$ cat src/rtl/spi_device_lite.sv
// SPI mode-0 target with oversampled pad inputs, RX/TX byte FIFOs toward the SoC,
// overflow/underflow pulses and a level RX interrupt.
module spi_device_lite #(
   parameter int unsigned FifoDepth  = 8,
   parameter int unsigned SyncStages = 2,
   parameter bit          LsbFirst   = 1'b0
) (
   input  logic       clk_i,
   input  logic       rst_ni,
   input  logic       spi_sclk_i,
   input  logic       spi_cs_ni,
   input  logic       spi_sd_i,
   output logic       spi_sd_o,
   output logic       spi_sd_oe_o,
   output logic [7:0] rx_data_o,
   output logic       rx_valid_o,
   input  logic       rx_ready_i,
   input  logic [7:0] tx_data_i,
   input  logic       tx_valid_i,
   output logic       tx_ready_o,
   output logic       rx_overflow_o,
   output logic       tx_underflow_o,
   output logic       intr_rx_o,
   output logic       busy_o
);

   localparam int unsigned PtrW = $clog2(FifoDepth);
   localparam int unsigned CntW = $clog2(FifoDepth + 1);
   localparam logic [CntW-1:0] DepthC = CntW'(FifoDepth);
   localparam logic [0:0] StIdle   = 1'b0;
   localparam logic [0:0] StActive = 1'b1;

   // pad synchronizers plus edge-detect history
   logic [SyncStages-1:0] sclk_sync_q, cs_sync_q, sd_sync_q;
   logic                  sclk_hist_q, cs_hist_q;
   logic                  sclk_s, cs_s, sd_s;
   logic                  sck_rise, sck_fall, cs_fall, cs_rise;

   always_ff @(posedge clk_i) begin
      if (!rst_ni) begin
         sclk_sync_q <= '0;
         cs_sync_q   <= '1;
         sd_sync_q   <= '0;
         sclk_hist_q <= 1'b0;
         cs_hist_q   <= 1'b1;
      end else begin
         sclk_sync_q <= {sclk_sync_q[SyncStages-2:0], spi_sclk_i};
         cs_sync_q   <= {cs_sync_q[SyncStages-2:0], spi_cs_ni};
         sd_sync_q   <= {sd_sync_q[SyncStages-2:0], spi_sd_i};
         sclk_hist_q <= sclk_s;
         cs_hist_q   <= cs_s;
      end
   end

   assign sclk_s   = sclk_sync_q[SyncStages-1];
   assign cs_s     = cs_sync_q[SyncStages-1];
   assign sd_s     = sd_sync_q[SyncStages-1];
   assign sck_rise = sclk_s & ~sclk_hist_q;
   assign sck_fall = ~sclk_s & sclk_hist_q;
   assign cs_fall  = ~cs_s & cs_hist_q;
   assign cs_rise  = cs_s & ~cs_hist_q;

   logic [0:0]      state_q, state_d;
   logic [2:0]      bit_cnt_q, bit_cnt_d;
   logic [7:0]      rx_shift_q, rx_shift_d;
   logic [7:0]      tx_shift_q, tx_shift_d;
   logic            load_pend_q, load_pend_d;
   logic            rx_push_q, rx_push_d;
   logic            udf_q, oe_q;
   logic            load;

   logic [7:0]      rx_mem_q [FifoDepth];
   logic [7:0]      tx_mem_q [FifoDepth];
   logic [PtrW-1:0] rx_wr_ptr_q, rx_rd_ptr_q, tx_wr_ptr_q, tx_rd_ptr_q;
   logic [CntW-1:0] rx_cnt_q, rx_cnt_d, tx_cnt_q, tx_cnt_d;
   logic            rx_pop, rx_full, rx_wr, tx_push, tx_pop, tx_empty;

   always_comb begin
      state_d     = state_q;
      bit_cnt_d   = bit_cnt_q;
      rx_shift_d  = rx_shift_q;
      tx_shift_d  = tx_shift_q;
      load_pend_d = load_pend_q;
      rx_push_d   = 1'b0;
      load        = 1'b0;
      if (state_q == StIdle) begin
         if (cs_fall) begin
            state_d     = StActive;
            load        = 1'b1;
            bit_cnt_d   = '0;
            load_pend_d = 1'b0;
         end
      end else if (cs_rise) begin
         // deselect beats any same-cycle SCLK edge and drops partial bytes
         state_d     = StIdle;
         bit_cnt_d   = '0;
         load_pend_d = 1'b0;
      end else begin
         if (sck_rise) begin
            rx_shift_d = LsbFirst ? {sd_s, rx_shift_q[7:1]} : {rx_shift_q[6:0], sd_s};
            bit_cnt_d  = bit_cnt_q + 3'd1;
            if (bit_cnt_q == 3'd7) begin
               rx_push_d   = 1'b1;
               load_pend_d = 1'b1;
            end
         end
         if (sck_fall) begin
            if (load_pend_q) begin
               load        = 1'b1;
               load_pend_d = 1'b0;
            end else begin
               tx_shift_d = LsbFirst ? {1'b1, tx_shift_q[7:1]} : {tx_shift_q[6:0], 1'b1};
            end
         end
      end
      if (load) tx_shift_d = tx_empty ? 8'hFF : tx_mem_q[tx_rd_ptr_q];
   end

   // FIFO bookkeeping; a load only sees TX entries present before this cycle
   assign rx_valid_o    = (rx_cnt_q != '0);
   assign rx_pop        = rx_valid_o & rx_ready_i;
   assign rx_full       = (rx_cnt_q == DepthC);
   assign rx_wr         = rx_push_q & (~rx_full | rx_pop);
   assign rx_overflow_o = rx_push_q & rx_full & ~rx_pop;
   assign rx_data_o     = rx_mem_q[rx_rd_ptr_q];

   assign tx_empty   = (tx_cnt_q == '0);
   assign tx_ready_o = (tx_cnt_q != DepthC);
   assign tx_push    = tx_valid_i & tx_ready_o;
   assign tx_pop     = load & ~tx_empty;

   always_comb begin
      rx_cnt_d = rx_cnt_q;
      if (rx_wr && !rx_pop) rx_cnt_d = rx_cnt_q + CntW'(1);
      else if (!rx_wr && rx_pop) rx_cnt_d = rx_cnt_q - CntW'(1);
      tx_cnt_d = tx_cnt_q;
      if (tx_push && !tx_pop) tx_cnt_d = tx_cnt_q + CntW'(1);
      else if (!tx_push && tx_pop) tx_cnt_d = tx_cnt_q - CntW'(1);
   end

   always_ff @(posedge clk_i) begin
      if (!rst_ni) begin
         state_q     <= StIdle;
         bit_cnt_q   <= '0;
         rx_shift_q  <= '0;
         tx_shift_q  <= '0;
         load_pend_q <= 1'b0;
         rx_push_q   <= 1'b0;
         udf_q       <= 1'b0;
         oe_q        <= 1'b0;
         rx_wr_ptr_q <= '0;
         rx_rd_ptr_q <= '0;
         tx_wr_ptr_q <= '0;
         tx_rd_ptr_q <= '0;
         rx_cnt_q    <= '0;
         tx_cnt_q    <= '0;
      end else begin
         state_q     <= state_d;
         bit_cnt_q   <= bit_cnt_d;
         rx_shift_q  <= rx_shift_d;
         tx_shift_q  <= tx_shift_d;
         load_pend_q <= load_pend_d;
         rx_push_q   <= rx_push_d;
         udf_q       <= load & tx_empty;
         oe_q        <= ~cs_s;
         rx_cnt_q    <= rx_cnt_d;
         tx_cnt_q    <= tx_cnt_d;
         if (rx_wr)   rx_wr_ptr_q <= rx_wr_ptr_q + PtrW'(1);
         if (rx_pop)  rx_rd_ptr_q <= rx_rd_ptr_q + PtrW'(1);
         if (tx_push) tx_wr_ptr_q <= tx_wr_ptr_q + PtrW'(1);
         if (tx_pop)  tx_rd_ptr_q <= tx_rd_ptr_q + PtrW'(1);
      end
   end

   always_ff @(posedge clk_i) begin
      if (rx_wr)   rx_mem_q[rx_wr_ptr_q] <= rx_shift_q;
      if (tx_push) tx_mem_q[tx_wr_ptr_q] <= tx_data_i;
   end

   assign spi_sd_o       = LsbFirst ? tx_shift_q[0] : tx_shift_q[7];
   assign spi_sd_oe_o    = oe_q;
   assign tx_underflow_o = udf_q;
   assign intr_rx_o      = rx_valid_o;
   assign busy_o         = (state_q == StActive);

endmodule

$ cat config.mk
export PLATFORM = sky130hd
export DESIGN_NAME = spi_device_lite
export DESIGN_NICKNAME = d
export VERILOG_FILES = /design/src/rtl/spi_device_lite.sv
export SDC_FILE = /design/constraint.sdc
export NUM_CORES = 1
export LEC_CHECK = 0
export BUFFER_PORTS_ARGS = -buffer_cell sky130_fd_sc_hd__buf_2
export CAP_MARGIN = 30
export CORE_AREA = 2 2 125 127
export CTS_BUF_LIST = sky130_fd_sc_hd__clkbuf_4 sky130_fd_sc_hd__clkbuf_8 sky130_fd_sc_hd__clkbuf_16
export DETAILED_ROUTE_END_ITERATION = 10
export DIE_AREA = 0 0 127 129
export PLACE_DENSITY = 0.7
export SETUP_SLACK_MARGIN = 0.1
export SYNTH_ARGS = -nofsm -noshare
export SYNTH_HDL_FRONTEND = slang
export SYNTH_SLANG_ARGS = --single-unit
$ cat constraint.sdc
create_clock -name clk_i -period 5.39 [get_ports clk_i]
set_clock_uncertainty 0.1 [all_clocks]
set_input_delay 1.617 -clock clk_i [delete_from_list [all_inputs] [get_ports clk_i]]
set_output_delay 1.617 -clock clk_i [all_outputs]
set_load 0.01 [all_outputs]
# Word-level counts from Yosys, hierarchy flattened
# Memories as Yosys holds them, arrays and structs flattened. A register that Yosys moved wholly into a read port is not among the register bits.
# Index checks and enable logic that the tools add are counted.
# word_totals
register_bits	52
mem_bits_rw	128
inputBits	15
output_inout_bits	16
wordCells	115
n_memories	2
# classes
add_sub_neg	9
eq_ne	6
mux	37
bitwise_logic	23
reduce_logical	19
# mem_list
memory	words	width	read_ports	rd_ports_with_merged_regs	write_ports	line_no	source
rx_mem_q	8	8	1	1	1	72	logic [7:0] rx_mem_q [FifoDepth];
tx_mem_q	8	8	1	1	1	73	logic [7:0] tx_mem_q [FifoDepth];
# op_table
operator	count
$mux 8	6
$mux 3	8
$mux 1	19
$mux 4	4
$add 3x1->3 const B	5
$and 1x1->1	11
$not 1->1	11
$reduce_bool 2->1	5
$add 4x1->4 const B	2
$sub 4x1->4 const B	2
$eq 4x4->1 const B	1
$logic_and 1x1->1	4
$logic_not 1->1	4
$logic_not 4->1	1
$ne 2x1->1 const B	2
$ne 4x4->1 const B	1
$reduce_and 4->1	1
$reduce_bool 4->1	1
$reduce_or 4->1	1
$eq 3x3->1 const B	1
$ne 3x3->1 const B	1
$reduce_and 3->1	1
$reduce_and 2->1	1
$or 1x1->1	1

# Depth between registers and ports, before layout
# depth
word_depth	9
depth_mapped	14
ltp_nobuf	11

# Worst setup path before layout
# Ideal clock, no wire load.
# synth_timing
kind	input-to-output
start	input port rx_ready_i
end	output port rx_overflow_o
arrival_time_ps	2018
t_required_ps	3673
slack_ps	1655
cell_stages	2
path_buffers	0
path_cell_list	nand2b_1 > nor3_1
# synth_via
elab_chain_cells	3
# synth_rtl
item	line_no	source
from (decl)	17	input logic rx_ready_i,
$and 1x1->1	121	assign rx_pop = rx_valid_o & rx_ready_i;
$not 1->1	124	assign rx_overflow_o = rx_push_q & rx_full & ~rx_pop;
$and 1x1->1	124	
to (decl)	21	output logic rx_overflow_o,
# Every way passes these cells.

# Worst setup path after layout
# Same ends and word-level chain as after synthesis.

==> impl_metrics.env <==
export IMPL_dp_hpwl_mm=8.02
export IMPL_fin_crit_sh=0.720
export IMPL_row_count=45
export IMPL_cts_root_buf="clkbuf_16"
export IMPL_area_growth_pct=12.4
export IMPL_cts_setup_buffers=0
export IMPL_required_ns=3.67
export IMPL_max_cap_viol_count=0
export IMPL_start_util=0.490
export IMPL_power_w=0.00328
export IMPL_numPlacedInstances=681
export IMPL_max_slew_margin=0.391
export IMPL_die_area_mm2=0.0164
export IMPL_powerDensity_mw_per_mm2=398
export IMPL_worst_slew_pin_slew_ns=0.910
export IMPL_core_area_mm2=0.0150
export IMPL_cp_start_kind="primary input"
export IMPL_grt_usage=0.166
export IMPL_wl_per_cell_um=17.5
export IMPL_synthCells=479
export IMPL_synthesis_nets=508
export IMPL_grt_pass1_vias=4109
export IMPL_cts_tree="done"
export IMPL_ff2ff_setup_slack_ns=2.45
export IMPL_synth_seq_area_share=0.682
export IMPL_period_minus_slack_ns=3.88
export IMPL_num_antenna_cells=0
export IMPL_fin_ws_ns=1.51
export IMPL_synthArstFlopShare=0
export IMPL_cts_buffers=17
export IMPL_worst_setup_path_type="primary input to output pin"
export IMPL_synth_edff_count=128
export IMPL_fin_cells=713
export IMPL_grt_pass1_wl_mm=20.5
export IMPL_synth_top_family_by_area="multiplexers"
export IMPL_pre_cts_ws_ns=1.51
export IMPL_antenna_found_initial=0
export IMPL_clock_latency_ns=0.42
export IMPL_most_common_layout_cells="edfxtp_1, dfxtp_1, nor2_1"
export IMPL_hold_path_class="register to register"
export IMPL_final_common_cell="edfxtp_1"
export IMPL_htree_levels=4
export IMPL_syn_cell_area_mm2=0.00734
export IMPL_cts_sinks=186
export IMPL_drtPass1Iterations=6
export IMPL_ant_nets=0
export IMPL_cts_resized=0
export IMPL_finalSetupTns_ns=0
export IMPL_drc=0
export IMPL_synth_warnings=0
export IMPL_post_route_util=0.550
export IMPL_ioPinCount=31
export IMPL_synth_compound_area_share=0.0428
export IMPL_status="finished clean"
export IMPL_die_h_um=129
export IMPL_synth_adder_area_share=0.0259
export IMPL_synth_flop_cell="edfxtp_1"
export IMPL_syn_avg_cell_area_um2=15.3
export IMPL_fmax_mhz=258
export IMPL_synthMuxAreaShare=0.132
export IMPL_yosys_area_share_simple=0.0851
export IMPL_die_width_um=127
export IMPL_port_buffer_count=30
export IMPL_drt_iter0_drc=231
export IMPL_cp_arrival_ns=2.16
export IMPL_drive_above_1_share=0.232
export IMPL_synth_seq_cells=186
export IMPL_cp_end_kind="output pin"
export IMPL_synth_cell_type_count=42
export IMPL_via_count=3927
export IMPL_nets=541
export IMPL_report_final_hold_viol_count=0
export IMPL_grt_max_degree=36
export IMPL_irDropWorstVdd_v=0.000272
export IMPL_setup_violations=0
export IMPL_rsz0062_at_grt="false"
export IMPL_power_leakage_nw=2.82
export IMPL_cts_hold_buf=0
export IMPL_maxSlewViolCount=0
export IMPL_path_clk_slew_ns=0.06
export IMPL_synth_xor_xnor_area_share=0.00836
export IMPL_clockBufferDepth=2
export IMPL_gr_total_overflow=0
export IMPL_place_congestion=0.769
export IMPL_avgViaCountPerCell=5.51
export IMPL_cp_max_fo=4
export IMPL_drt_total_wl_mm=12.5
-- cell usage after synthesis (all sizes together), types with 2 or more instances --
| master | number | area share |
|---|---|---|
| a32oi | 3 | 0.0036 |
| xnor2 | 2 | 0.0024 |
| nand2 | 30 | 0.015 |
| dfxtp | 58 | 0.16 |
| a21o | 2 | 0.0020 |
| mux2i | 8 | 0.011 |
| nor3 | 13 | 0.010 |
| xor2 | 5 | 0.0060 |
| nor2b | 4 | 0.0034 |
| inv | 11 | 0.0056 |
| nand3 | 16 | 0.011 |
| or3 | 3 | 0.0026 |
| edfxtp | 128 | 0.52 |
| o21ai | 13 | 0.0089 |
| fa | 2 | 0.0055 |
| a21oi | 23 | 0.016 |
| nand2b | 14 | 0.012 |
| buf | 10 | 0.0096 |
| and2 | 5 | 0.0043 |
| mux4 | 32 | 0.098 |
| o31ai | 8 | 0.0082 |
| nor2 | 34 | 0.017 |
| and3 | 2 | 0.0017 |
| ha | 12 | 0.020 |
| mux2 | 15 | 0.023 |
| clkbuf | 15 | 0.0077 |
-- per-layer routing --
layer / routed length [um] / part of all wire / GRT usage
met1: 5420 / 0.44 / 0.200
met2: 6330 / 0.51 / 0.287
met3: 390 / 0.031 / 0.0391
met4: 314 / 0.025 / 0.0737
met5: 0 / 0 / 0
-- final timing paths --
check	to	cells after the start	from
setup reg to reg	tx_cnt_q[3]	11	busy_o
hold / removal	cs_sync_q[1]	1	cs_sync_q[0]
setup / recovery	rx_overflow_o	4	rx_ready_i
hold reg to reg	cs_sync_q[1]	1	cs_sync_q[0]
-- critical path: stages --
cell      delay (ns)
buf_2           0.12
nand2b_1        0.15
nor3_1          0.12
buf_2           0.15
-- power by group --
part	internal, W	total (W)	switching, W	leakage [nW]
logic	0.000247	0.000492	0.000245	0.900
clock network	0.000613	0.00115	0.000535	0.272
registers	0.00158	0.00164	0.0000597	1.65
-- flip-flops by register name, summed over array words and instances (netlist names), 2 cells and up, named ones only --
register	count
rx_rd_ptr_q	3
bit_cnt_q	3
sclk_sync_q	2
sd_sync_q	2
rx_wr_ptr_q	3
rx_cnt_q	4
tx_rd_ptr_q	3
rx_shift_q	8
cs_sync_q	2
tx_shift_q	8
rx_mem_q	64
tx_mem_q	64
tx_wr_ptr_q	3
tx_cnt_q	4
-- cell type report --
type / count / area (um^2)
clock buffer: 19 / 440
clock inverter: 13 / 114
fill: 1185 / 6730
inverter: 12 / 45.0
multi-input combinational: 256 / 2170
sequential: 186 / 5000
tap: 188 / 235
timing repair buffer: 39 / 238
-- through the flow --
stage	instance area, um^2	hold WS, ns
after floorplan	7340	0.286
after global placement	7650	0.296
after detailed placement	7690	0.298
after CTS	8240	0.315
after global routing	8240	0.352
final	8240	0.308
-- kinds of logic (layout without fill, tap and decap cells) --
kind of cell | Yosys count | after routing
DFF | 186 | 186
muxes | 55 | 55
and+or+nand+nor | 128 | 128
adders and majority gates | 14 | 14
xor gates and xnor gates | 7 | 7
AOI/OAI and AO/OA | 52 | 52
buffers and inverters | 37 | 83
Note: power is estimated with default switching activity, not from simulation.
